<file path="config.mk">
export PLATFORM = sky130hd
export DESIGN_NAME = safe_domain_ack_ctrl_flat
export DESIGN_NICKNAME = d
export VERILOG_FILES = /design/src/rtl/safe_domain_ack_ctrl_if.sv /design/src/rtl/safe_domain_ack_ctrl.sv /design/src/flat_wrapper.sv
export SDC_FILE = /design/constraint.sdc
export NUM_CORES = 1
export LEC_CHECK = 0
export CAP_MARGIN = 25
export CORE_ASPECT_RATIO = 0.75
export CORE_MARGIN = 2
export CORE_UTILIZATION = 47
export DETAILED_ROUTE_END_ITERATION = 8
export GPL_TIMING_DRIVEN = 0
export PLACE_DENSITY = 0.88
export SYNTH_ARGS = -nofsm -noshare
export SYNTH_HDL_FRONTEND = slang
export SYNTH_SLANG_ARGS = --single-unit
</file>
<file path="constraint.sdc">
create_clock -name clk_i -period 1.4 [get_ports clk_i]
set_input_delay 0.21 -clock clk_i [delete_from_list [all_inputs] [get_ports clk_i]]
set_output_delay 0.21 -clock clk_i [all_outputs]
set_load 0.02 [all_outputs]
</file>
<file path="src/rtl/safe_domain_ack_ctrl_if.sv">
// ----------------------------------------------------------------------------
// safe_domain_ack_ctrl_if
//   Bundles the per-channel request/ack, lock-control, power and timeout
//   signals of safe_domain_ack_ctrl. Signal names carry the direction as seen
//   from the ack controller (_i = into the controller, _o = out of it).
//
//   Handshake: req_i[c] is a free-running asynchronous level. The controller
//   answers a 0->1 request edge by raising ack_o[c] and a 1->0 request edge by
//   dropping it, unless the channel is locked, a lock is being set that cycle,
//   or the power domain is down. Events that arrive while blocked are dropped.
//   There is no back-pressure: the requester simply watches ack_o.
//
// Modports
//   slave  : the ack controller (consumes requests and controls, drives acks)
//   master : the bus bridge / testbench side
//
// Signals
//   req_i            N_CH      async request levels
//   lock_set_i       N_CH      sync pulse, set lock of a channel
//   unlock_i         1         sync pulse, keyed unlock request
//   unlock_key_i     16        key sampled with unlock_i
//   unlock_mask_i    N_CH      channels released when the key matches
//   pwr_down_i       1         safe power domain down / transitioning
//   timeout_cycles_i TO_WIDTH  ack-high cycle limit, 0 disables
//   ack_o            N_CH      registered ack levels
//   lock_o           N_CH      registered lock bits
//   timeout_o        N_CH      sticky timeout flags
//   key_err_o        1         one-cycle pulse on a wrong unlock key
//   state_dbg_o      N_CH      per-channel FSM state (1 = ACK)
// ----------------------------------------------------------------------------
interface safe_domain_ack_ctrl_if #(
    parameter int N_CH     = 4,
    parameter int TO_WIDTH = 8
);
    logic [N_CH-1:0]     req_i;
    logic [N_CH-1:0]     lock_set_i;
    logic                unlock_i;
    logic [15:0]         unlock_key_i;
    logic [N_CH-1:0]     unlock_mask_i;
    logic                pwr_down_i;
    logic [TO_WIDTH-1:0] timeout_cycles_i;
    logic [N_CH-1:0]     ack_o;
    logic [N_CH-1:0]     lock_o;
    logic [N_CH-1:0]     timeout_o;
    logic                key_err_o;
    logic [N_CH-1:0]     state_dbg_o;

    modport slave (
        input  req_i, lock_set_i, unlock_i, unlock_key_i, unlock_mask_i,
               pwr_down_i, timeout_cycles_i,
        output ack_o, lock_o, timeout_o, key_err_o, state_dbg_o
    );

    modport master (
        output req_i, lock_set_i, unlock_i, unlock_key_i, unlock_mask_i,
               pwr_down_i, timeout_cycles_i,
        input  ack_o, lock_o, timeout_o, key_err_o, state_dbg_o
    );
endinterface

</file>
<file path="src/rtl/safe_domain_ack_ctrl.sv">
// ----------------------------------------------------------------------------
// safe_domain_ack_ctrl
//   Multi-channel level-ack generator between the safe-domain bus bridge and
//   the register bank. Each channel synchronises its async request, detects
//   edges, and runs a two-state FSM (IDLE/ACK). A per-channel lock freezes the
//   ack in either direction; locks survive power-domain transitions and clear
//   only on rstn_i or a keyed unlock. Acks held too long raise a sticky
//   timeout flag.
//
// Ports
//   clk_i   in  clock
//   rstn_i  in  asynchronous active-low reset
//   bus_if  slave modport of safe_domain_ack_ctrl_if (requests, lock
//           control, power, timeout limit in; ack/lock/timeout/key_err and
//           FSM state out)
// ----------------------------------------------------------------------------
module safe_domain_ack_ctrl #(
    parameter int          N_CH        = 4,
    parameter int          SYNC_STAGES = 2,
    parameter int          TO_WIDTH    = 8,
    parameter int unsigned LOCK_ON_ACK = 1,
    parameter logic [15:0] UNLOCK_KEY  = 16'hA5C3
) (
    input  logic                   clk_i,
    input  logic                   rstn_i,
    safe_domain_ack_ctrl_if.slave  bus_if
);

    typedef enum logic {
        ST_IDLE = 1'b0,
        ST_ACK  = 1'b1
    } state_e;

    state_e                 r_state     [N_CH];
    state_e                 w_state_nxt [N_CH];
    logic [SYNC_STAGES-1:0] r_sync      [N_CH];
    logic [TO_WIDTH-1:0]    r_cnt       [N_CH];
    logic [TO_WIDTH-1:0]    w_cnt_nxt   [N_CH];

    logic [N_CH-1:0] r_req_d;
    logic [N_CH-1:0] r_lock;
    logic [N_CH-1:0] r_timeout;
    logic            r_key_err;

    logic [N_CH-1:0] w_req_s;
    logic [N_CH-1:0] w_rise;
    logic [N_CH-1:0] w_fall;
    logic [N_CH-1:0] w_blk;
    logic [N_CH-1:0] w_go_ack;
    logic [N_CH-1:0] w_lock_nxt;
    logic [N_CH-1:0] w_timeout_nxt;
    logic            w_key_ok;
    logic            w_unlock_ok;
    logic            w_to_en;

    // ------------------------------------------------------------------
    // Next-state, lock, and timeout logic
    // ------------------------------------------------------------------
    always_comb begin
        w_key_ok    = (bus_if.unlock_key_i == UNLOCK_KEY);
        w_unlock_ok = bus_if.unlock_i & w_key_ok;
        w_to_en     = (bus_if.timeout_cycles_i != '0);

        for (int c = 0; c < N_CH; c++) begin
            w_req_s[c]       = r_sync[c][SYNC_STAGES-1];
            w_rise[c]        = w_req_s[c] & ~r_req_d[c];
            w_fall[c]        = ~w_req_s[c] & r_req_d[c];
            w_blk[c]         = r_lock[c] | bus_if.lock_set_i[c] | bus_if.pwr_down_i;
            w_state_nxt[c]   = r_state[c];
            w_go_ack[c]      = 1'b0;
            w_lock_nxt[c]    = r_lock[c];
            w_cnt_nxt[c]     = '0;
            w_timeout_nxt[c] = r_timeout[c];

            if (bus_if.pwr_down_i) begin
                // Unlocked channels collapse to IDLE; locked ones keep their ack.
                if (!r_lock[c]) begin
                    w_state_nxt[c] = ST_IDLE;
                end
            end else begin
                case (r_state[c])
                    ST_IDLE: begin
                        if (w_rise[c] && !w_blk[c]) begin
                            w_state_nxt[c] = ST_ACK;
                            w_go_ack[c]    = 1'b1;
                        end
                    end
                    ST_ACK: begin
                        if (w_fall[c] && !w_blk[c]) begin
                            w_state_nxt[c] = ST_IDLE;
                        end
                    end
                    default: w_state_nxt[c] = ST_IDLE;
                endcase
            end

            // Setting a lock takes priority over a same-cycle unlock.
            if (bus_if.lock_set_i[c] || ((LOCK_ON_ACK != 0) && w_go_ack[c])) begin
                w_lock_nxt[c] = 1'b1;
            end else if (w_unlock_ok && bus_if.unlock_mask_i[c]) begin
                w_lock_nxt[c] = 1'b0;
            end

            // Counter runs only while acked, unlocked, powered and enabled;
            // every other situation (IDLE, locked, entering ACK) clears it.
            if (!bus_if.pwr_down_i && (r_state[c] == ST_ACK) && !r_lock[c] && w_to_en) begin
                if (r_cnt[c] != {TO_WIDTH{1'b1}}) begin
                    w_cnt_nxt[c] = r_cnt[c] + TO_WIDTH'(1);
                end else begin
                    w_cnt_nxt[c] = r_cnt[c];
                end
                if (r_cnt[c] == bus_if.timeout_cycles_i) begin
                    w_timeout_nxt[c] = 1'b1;
                end
            end
        end
    end

    // ------------------------------------------------------------------
    // State registers
    // ------------------------------------------------------------------
    always_ff @(posedge clk_i or negedge rstn_i) begin
        if (!rstn_i) begin
            for (int c = 0; c < N_CH; c++) begin
                r_state[c] <= ST_IDLE;
                r_sync[c]  <= '0;
                r_cnt[c]   <= '0;
            end
            r_req_d   <= '0;
            r_lock    <= '0;
            r_timeout <= '0;
            r_key_err <= 1'b0;
        end else begin
            for (int c = 0; c < N_CH; c++) begin
                r_state[c] <= w_state_nxt[c];
                r_sync[c]  <= {r_sync[c][SYNC_STAGES-2:0], bus_if.req_i[c]};
                r_cnt[c]   <= w_cnt_nxt[c];
            end
            // req_d always tracks req_s, so edges seen while blocked or
            // powered down are consumed rather than replayed later.
            r_req_d   <= w_req_s;
            r_lock    <= w_lock_nxt;
            r_timeout <= w_timeout_nxt;
            r_key_err <= bus_if.unlock_i & ~w_key_ok;
        end
    end

    // ------------------------------------------------------------------
    // Outputs
    // ------------------------------------------------------------------
    always_comb begin
        bus_if.ack_o       = '0;
        bus_if.state_dbg_o = '0;
        for (int c = 0; c < N_CH; c++) begin
            bus_if.ack_o[c]       = (r_state[c] != ST_IDLE);
            bus_if.state_dbg_o[c] = r_state[c];
        end
        bus_if.lock_o    = r_lock;
        bus_if.timeout_o = r_timeout;
        bus_if.key_err_o = r_key_err;
    end

endmodule

</file>
<file path="src/flat_wrapper.sv">
// flat-port wrapper written by rule: the top's interface ports become plain ports
module safe_domain_ack_ctrl_flat 
#(
    parameter int          N_CH        = 4,
    parameter int          SYNC_STAGES = 2,
    parameter int          TO_WIDTH    = 8,
    parameter int unsigned LOCK_ON_ACK = 1,
    parameter logic [15:0] UNLOCK_KEY  = 16'hA5C3
)
  (clk_i, rstn_i, bus_if_req_i, bus_if_lock_set_i, bus_if_unlock_i, bus_if_unlock_key_i, bus_if_unlock_mask_i, bus_if_pwr_down_i, bus_if_timeout_cycles_i, bus_if_ack_o, bus_if_lock_o, bus_if_timeout_o, bus_if_key_err_o, bus_if_state_dbg_o);
  safe_domain_ack_ctrl_if #(.N_CH(N_CH), .TO_WIDTH(TO_WIDTH)) bus_if_i ();
  input  logic clk_i;
  input  logic rstn_i;
  input wire logic [$bits(bus_if_i.req_i)-1:0] bus_if_req_i;
  input wire logic [$bits(bus_if_i.lock_set_i)-1:0] bus_if_lock_set_i;
  input wire logic [$bits(bus_if_i.unlock_i)-1:0] bus_if_unlock_i;
  input wire logic [$bits(bus_if_i.unlock_key_i)-1:0] bus_if_unlock_key_i;
  input wire logic [$bits(bus_if_i.unlock_mask_i)-1:0] bus_if_unlock_mask_i;
  input wire logic [$bits(bus_if_i.pwr_down_i)-1:0] bus_if_pwr_down_i;
  input wire logic [$bits(bus_if_i.timeout_cycles_i)-1:0] bus_if_timeout_cycles_i;
  output wire logic [$bits(bus_if_i.ack_o)-1:0] bus_if_ack_o;
  output wire logic [$bits(bus_if_i.lock_o)-1:0] bus_if_lock_o;
  output wire logic [$bits(bus_if_i.timeout_o)-1:0] bus_if_timeout_o;
  output wire logic [$bits(bus_if_i.key_err_o)-1:0] bus_if_key_err_o;
  output wire logic [$bits(bus_if_i.state_dbg_o)-1:0] bus_if_state_dbg_o;
  assign bus_if_i.req_i = bus_if_req_i;
  assign bus_if_i.lock_set_i = bus_if_lock_set_i;
  assign bus_if_i.unlock_i = bus_if_unlock_i;
  assign bus_if_i.unlock_key_i = bus_if_unlock_key_i;
  assign bus_if_i.unlock_mask_i = bus_if_unlock_mask_i;
  assign bus_if_i.pwr_down_i = bus_if_pwr_down_i;
  assign bus_if_i.timeout_cycles_i = bus_if_timeout_cycles_i;
  assign bus_if_ack_o = bus_if_i.ack_o;
  assign bus_if_lock_o = bus_if_i.lock_o;
  assign bus_if_timeout_o = bus_if_i.timeout_o;
  assign bus_if_key_err_o = bus_if_i.key_err_o;
  assign bus_if_state_dbg_o = bus_if_i.state_dbg_o;
  safe_domain_ack_ctrl #(.N_CH(N_CH), .SYNC_STAGES(SYNC_STAGES), .TO_WIDTH(TO_WIDTH), .LOCK_ON_ACK(LOCK_ON_ACK), .UNLOCK_KEY(UNLOCK_KEY)) u_core (.clk_i(clk_i), .rstn_i(rstn_i), .bus_if(bus_if_i));
endmodule
</file>
==> results.json, run 1 <==
{
  "slowest_delay_ns": 0.41,
  "cp-end-kind": "flip-flop",
  "worstRegToRegCells": 5,
  "path_clk_slew_ns": 0.07,
  "finalCritPeriodShare": 1.09,
  "setup_viol": 11,
  "path_cells": "ha_4 > nand4_1 > nor2_2 > nor2_1 > nor3_1",
  "clock_path_buffers": 2,
  "dr.pass1.iters": 6,
  "cts_root_buffer": "clkbuf_8",
  "coreArea_mm2": 0.00626,
  "cpMaxStageDelayCell": "dfrtp_1",
  "synthArstFlopShare": 1.00,
  "grt_pass1_wl_um": 13900,
  "nFillCells": 418,
  "overflow": 0,
  "final_hold_viol_count": 0,
  "yosysUniqueCellTypes": 42,
  "ys_warn_count": 0,
  "synth_flop_cell": "dfrtp_1",
  "dp_hpwl_um": 5000,
  "die_h_um": 73.4,
  "hold_end": "u_core.bus_if.timeout_o[0]",
  "cp-start-kind": "flip-flop",
  "ant_nets": 0,
  "synth_top_area_frac": 0.473,
  "yosysTopAreaCell": "dfrtp_1",
  "numCtsBuffers": 9,
  "postSynthCellCount": 306,
  "synth_area_leaders": "dfrtp_1, xor2_1, nor2_1",
  "nets": 435,
  "grt_usage": 0.260,
  "cp.required_ns": 1.65,
  "ir_worst_vdd_mv": 0.561,
  "crit-reg2reg-launch": "u_core.r_cnt[9]",
  "wl_per_cell_um": 20.3,
  "hold_start": "bus_if_timeout_cycles_i[4]",
  "finalPower_mw": 3.88,
  "status": "finished with violations",
  "cts_sinks": 57,
  "crit_fanout": 6,
  "die_w_um": 96.5,
  "ios": 57,
  "worstSetupPathType": "flip-flop to flip-flop",
  "rsz0062_at_grt": "true",
  "grt_max_degree": 31,
  "drt_iter0_drc": 320,
  "drv_cap": 0,
  "synthToLayoutAreaGrowth_pct": 41.9,
  "period_minus_slack_ns": 1.52,
  "clk_latency_ns": 0.36,
  "r2r_slack_ns": -0.12,
  "grt_pass1_vias": 2838,
  "violations": "setup timing",
  "num_vias": 2928,
  "skew_ns": 0.0112,
  "synth_edf_count": 0,
  "hp-class": "primary input to flip-flop",
  "timing.final.ws_setup_ns": -0.122,
  "avgSynthCellArea_um2": 9.85,
  "tightest_slew_ns": 0.755,
  "timing.fmax_ghz": 0.657,
  "antenna_found_initial": 0,
  "syn_nets": 350,
  "drc_errors": 0,
  "synth_area_mm2": 0.00302,
  "num_rows": 25,
  "wl_um": 9670,
  "port_buffers": 48,
  "leakage_nw": 1.79,
  "htreeDepth": 3,
  "slew_viol_final": 0,
  "worstPathArrival_ns": 1.77,
  "ys_seq_elements": 57,
  "powerDensity_mw_per_mm2": 907,
  "antenna_cells": 0,
  "relSlewSlack": 0.492,
  "fin_tns_setup_ns": -0.395,
  "gp_congestion": 0.858,
  "whs_path_depth": 4,
  "die_area_mm2": 0.00708,
  "reg2reg_to": "u_core.r_cnt[10]",
  "drive_gt1_frac": 0.260,
  "cts_tree": "built",
  "ys_seq_area_frac": 0.473,
  "routed_via_density": 6.14,
  "start_util": 0.482
}
==> worst max path at each step <==
stage                            endpoint               startpoint  depth (start not counted)  slack (ns)
4_1_cts                   u_core.r_cnt[5]  u_core.bus_if.lock_o[3]                          4       -0.02
6_report                 u_core.r_cnt[10]          u_core.r_cnt[9]                          5       -0.12
3_5_place_dp             u_core.r_cnt[26]        bus_if_pwr_down_i                          6       -0.58
5_1_grt        u_core.bus_if.timeout_o[2]          u_core.r_cnt[9]                          5       -0.21
2_1_floorplan            u_core.r_cnt[29]         u_core.r_cnt[25]                          6       -0.09
3_3_place_gp       u_core.bus_if.ack_o[3]                   rstn_i                          1       -1.78
==> flip-flops by register name (all words and copies together) (netlist names) <==
| register | count |
|---|---|
| u_core.bus_if.lock_o | 4 |
| u_core.bus_if.ack_o | 4 |
| u_core.r_cnt | 32 |
| u_core.r_sync | 8 |
| u_core.r_req_d | 4 |
| u_core.bus_if.timeout_o | 4 |
| u_core.bus_if.key_err_o | 1 |
==> timing repair <==
action,in CTS,in global routing
setup buffers,18,7
pin swaps,13,15
setup endpoints to repair,48,28
hold buffers,1,0
hold endpoints to repair,27,0
gates resized for setup,49,27
==> layer usage <==
layer	GRT usage	vias to the layer above	wire length (µm)
met2	0.420	208	4680
met4	0.130	0	537
met1	0.322	1388	3550
met5	0	-	0
li1	-	1265	-
met3	0.0749	67	910
==> cell families after synthesis <==
family	count (synthesis)	synth area share
AO/OA/AOI/OAI	52	0.110
XOR/XNOR	43	0.125
adder cells (fa/ha/maj)	4	0.0166
buffers and inverters	22	0.0386
flip-flops	57	0.473
multiplexers	5	0.0166
AND/OR/NAND/NOR	123	0.221
==> final cells by class <==
class	count	area [µm²]	share of cell area
clock buffers	10	138	0.0322
plain buffers	13	104	0.0243
multi-input cells	227	1690	0.394
inverters	8	30.0	0.00702
flip-flops and latches	57	1440	0.337
well taps	81	101	0.0237
repair buffers	75	673	0.157
clock inverters	6	105	0.0246
==> cells in the final DEF (no fill, tap or decap), types with 3 or more instances in the layout <==
cell type	count
a21o_1	4
a21oi_1	7
a31oi_1	5
and3_1	7
buf_2	6
buf_4	28
buf_6	5
bufinv_16	3
clkbuf_8	10
clkdlybuf4s50_1	30
clkinv_2	3
dfrtp_1	45
dfrtp_2	12
dlygate4sd2_1	12
ha_4	3
inv_1	7
mux2i_1	5
nand2_1	13
nand2b_1	4
nand3_1	10
nand4_1	6
nor2_1	29
nor3_1	14
nor4_1	7
nor4b_1	5
nor4bb_1	3
o21ai_0	12
o21bai_1	5
o22ai_1	4
xnor2_1	10
xor2_1	31
==> metrics by stage <==
stage	instances	cell area [µm²]	worst slack, ns	utilization	hold WS [ns]
after floorplan	306	3080	-0.0875	-	-0.0856
after global placement	435	3660	-1.78	0.585	0.334
after detailed placement	436	3670	-0.581	0.587	0.276
after CTS	470	4130	-0.0190	0.660	0.248
after global routing	477	4280	-0.206	0.684	0.265
final	477	4280	-0.122	0.684	0.243
==> power breakdown <==
| group | internal [mW] | leakage [nW] | switching (mW) |
|---|---|---|---|
| Clock | 1.22 | 0.126 | 0.704 |
| Sequential | 1.67 | 0.705 | 0.0124 |
| Combinational | 0.144 | 0.964 | 0.136 |
| Total | 3.03 | 1.79 | 0.853 |
==> critical path: cells and delay by family, from the launching register on <==
kind          cells  cell delay [ns]
simple gates      4             0.82
flops             1             0.41
fa+ha+maj         1             0.18
==> cells in the mapped netlist (8+ instances only) <==
| cell | number |
|---|---|
| nor3_1 | 17 |
| o21ai_0 | 13 |
| a21oi_1 | 9 |
| nand3_1 | 13 |
| nor2_1 | 30 |
| and3_1 | 8 |
| nor4_1 | 9 |
| inv_1 | 8 |
| nand2_1 | 16 |
| dfrtp_1 | 57 |
| xnor2_1 | 10 |
| xor2_1 | 33 |
No activity file was read; power rests on OpenSTA's default activity.
==> run 2: changes to the inputs <==
- SKIP_CTS_REPAIR_TIMING: unset -> 1
- SLEW_MARGIN: unset -> 20
==> run 2 against run 1 <==
  * The run still ends with setup timing left
  * Worst setup slack got worse by 0.064 ns
  * Fmax decreased by 4.1%
  * Register-to-register slack worse by 0.06 ns
  * Critical path type unchanged
  * Largest power group is now sequential cells
==> results.json, run 2 (synthesized netlist as in run 1, its figures left out) <==
{
  "grt_max_degree": 58,
  "cts_tree": "built",
  "slew_viol_final": 0,
  "violations": "setup timing",
  "tightest_slew_ns": 0.714,
  "wl_per_cell_um": 17.2,
  "worstPathArrival_ns": 1.87,
  "reg_top3": "u_core.r_cnt: 32 flops, u_core.r_sync: 8 flops",
  "die_h_um": 73.4,
  "layout_commonest_cell": "dfrtp_1",
  "final_cell_mix": "dfrtp_1, xor2_1, clkdlybuf4s50_1, nor2_1, buf_4",
  "nFillCells": 429,
  "rsz0062_at_grt": "true",
  "overflow": 0,
  "htreeDepth": 3,
  "clock_path_buffers": 2,
  "ant_nets": 0,
  "powerDensity_mw_per_mm2": 854,
  "relSlewSlack": 0.524,
  "die_w_um": 96.5,
  "wl_um": 7990,
  "antenna_cells": 0,
  "grt_pass1_vias": 2432,
  "p_clk_frac": 0.451,
  "r2r_slack_ns": -0.19,
  "p_seq_frac": 0.476,
  "ir_worst_vdd_mv": 0.643,
  "gp_congestion": 0.858,
  "switchingPower_uw": 851,
  "final_hold_viol_count": 0,
  "dr.pass1.iters": 5,
  "preCtsSetupSlack_ns": -0.578,
  "largest_reg_flops": 32,
  "num_vias": 2694,
  "setup_viol": 6,
  "p_comb_frac": 0.074,
  "die_area_mm2": 0.00708,
  "finalPower_mw": 3.53,
  "status": "finished with violations",
  "drive_gt1_frac": 0.208,
  "drt_iter0_drc": 240,
  "antenna_found_initial": 0,
  "hp-class": "primary input to flip-flop",
  "sw_frac_of_total": 0.241,
  "clk_latency_ns": 0.35,
  "numCtsBuffers": 9,
  "dp_hpwl_um": 4900,
  "drc_errors": 0,
  "cp-start-kind": "flip-flop",
  "timing.final.ws_setup_ns": -0.187,
  "nets": 424,
  "leakage_nw": 1.76,
  "start_util": 0.482,
  "period_minus_slack_ns": 1.59,
  "worstSetupPathType": "flip-flop to flip-flop",
  "grt_pass1_wl_um": 11600,
  "internal_power_mw": 2.67,
  "timing.fmax_ghz": 0.630,
  "drv_cap": 0,
  "cts_root_buffer": "clkbuf_8",
  "crit_fanout": 8,
  "skew_ns": 0.00882,
  "ios": 57,
  "cp.required_ns": 1.69,
  "synthToLayoutAreaGrowth_pct": 36.9,
  "path_clk_slew_ns": 0.07,
  "finalCritPeriodShare": 1.13,
  "port_buffers": 48,
  "num_rows": 25,
  "coreArea_mm2": 0.00626,
  "cp-end-kind": "flip-flop",
  "grt_usage": 0.215,
  "routed_via_density": 5.78,
  "top_register": "u_core.r_cnt",
  "cts_sinks": 57
}
[run 2: cell count changes in the layout (fill, tap and decap cells not counted), sizes merged]
cell,before,now
dlymetal6s2s,0,17
clkinvlp,0,3
bufinv,3,1
clkinv,3,1
clkdlybuf4s15,2,0
dlygate4sd2,12,0
buf,41,29
inv,8,9
clkbuf,12,10
[run 2: path summary, 6_finish.rpt]
path                                             from                          to  cells past startpoint
max in group asynchronous                      rstn_i            u_core.r_cnt[17]                      2
max                           u_core.bus_if.lock_o[3]             u_core.r_cnt[5]                      4
min                        bus_if_timeout_cycles_i[4]  u_core.bus_if.timeout_o[0]                      4
max reg2reg                   u_core.bus_if.lock_o[3]             u_core.r_cnt[5]                      4
min in group asynchronous                      rstn_i           u_core.r_req_d[3]                      2
min reg2reg                          u_core.r_sync[4]            u_core.r_sync[5]                      0
[run 2: stage by stage]
step | setup TNS (ns) | cell area (µm²) | util | cells | hold WS (ns)
after floorplan | -0.201 | 3080 | - | 306 | -0.0856
after global placement | -102.62 | 3660 | 0.585 | 435 | 0.334
after detailed placement | -15.16 | 3660 | 0.584 | 435 | 0.310
after CTS | -7.60 | 3860 | 0.617 | 451 | -0.0689
after global routing | -1.19 | 4130 | 0.660 | 466 | 0.267
final | -0.349 | 4130 | 0.660 | 466 | 0.247
[run 2: critical path, cell delays in order, from the launching register on]
cell     delay (ns)
dfrtp_1        0.44
nor3b_2        0.29
o21ai_2        0.19
or4_1          0.52
nand2_1        0.08
[run 2: power by group through the flow]
stage	Combinational [mW]	Sequential, mW	Clock [mW]
2_1_floorplan	0.103	1.71	0
3_3_place_gp	0.244	1.71	0
3_5_place_dp	0.251	1.71	0
4_1_cts	0.253	1.68	1.60
5_1_grt	0.281	1.68	1.69
6_report	0.260	1.68	1.59
[run 2: cell type report]
type | count | area [µm²] | area share
buffer | 13 | 100 | 0.0242
clock buffer | 10 | 138 | 0.0333
clock inverter | 6 | 66.3 | 0.0161
sequential | 57 | 1440 | 0.349
multi-input combinational | 227 | 1610 | 0.390
timing repair buffer | 64 | 643 | 0.156
inverter | 8 | 30.0 | 0.00727
tap | 81 | 101 | 0.0245
[run 2: metal layers]
metal,vias up,track usage,part of all wire
met5,-,0,0
li1,1247,-,-
met4,0,0.0704,0.024
met3,23,0.0585,0.054
met2,100,0.338,0.50
met1,1324,0.292,0.42
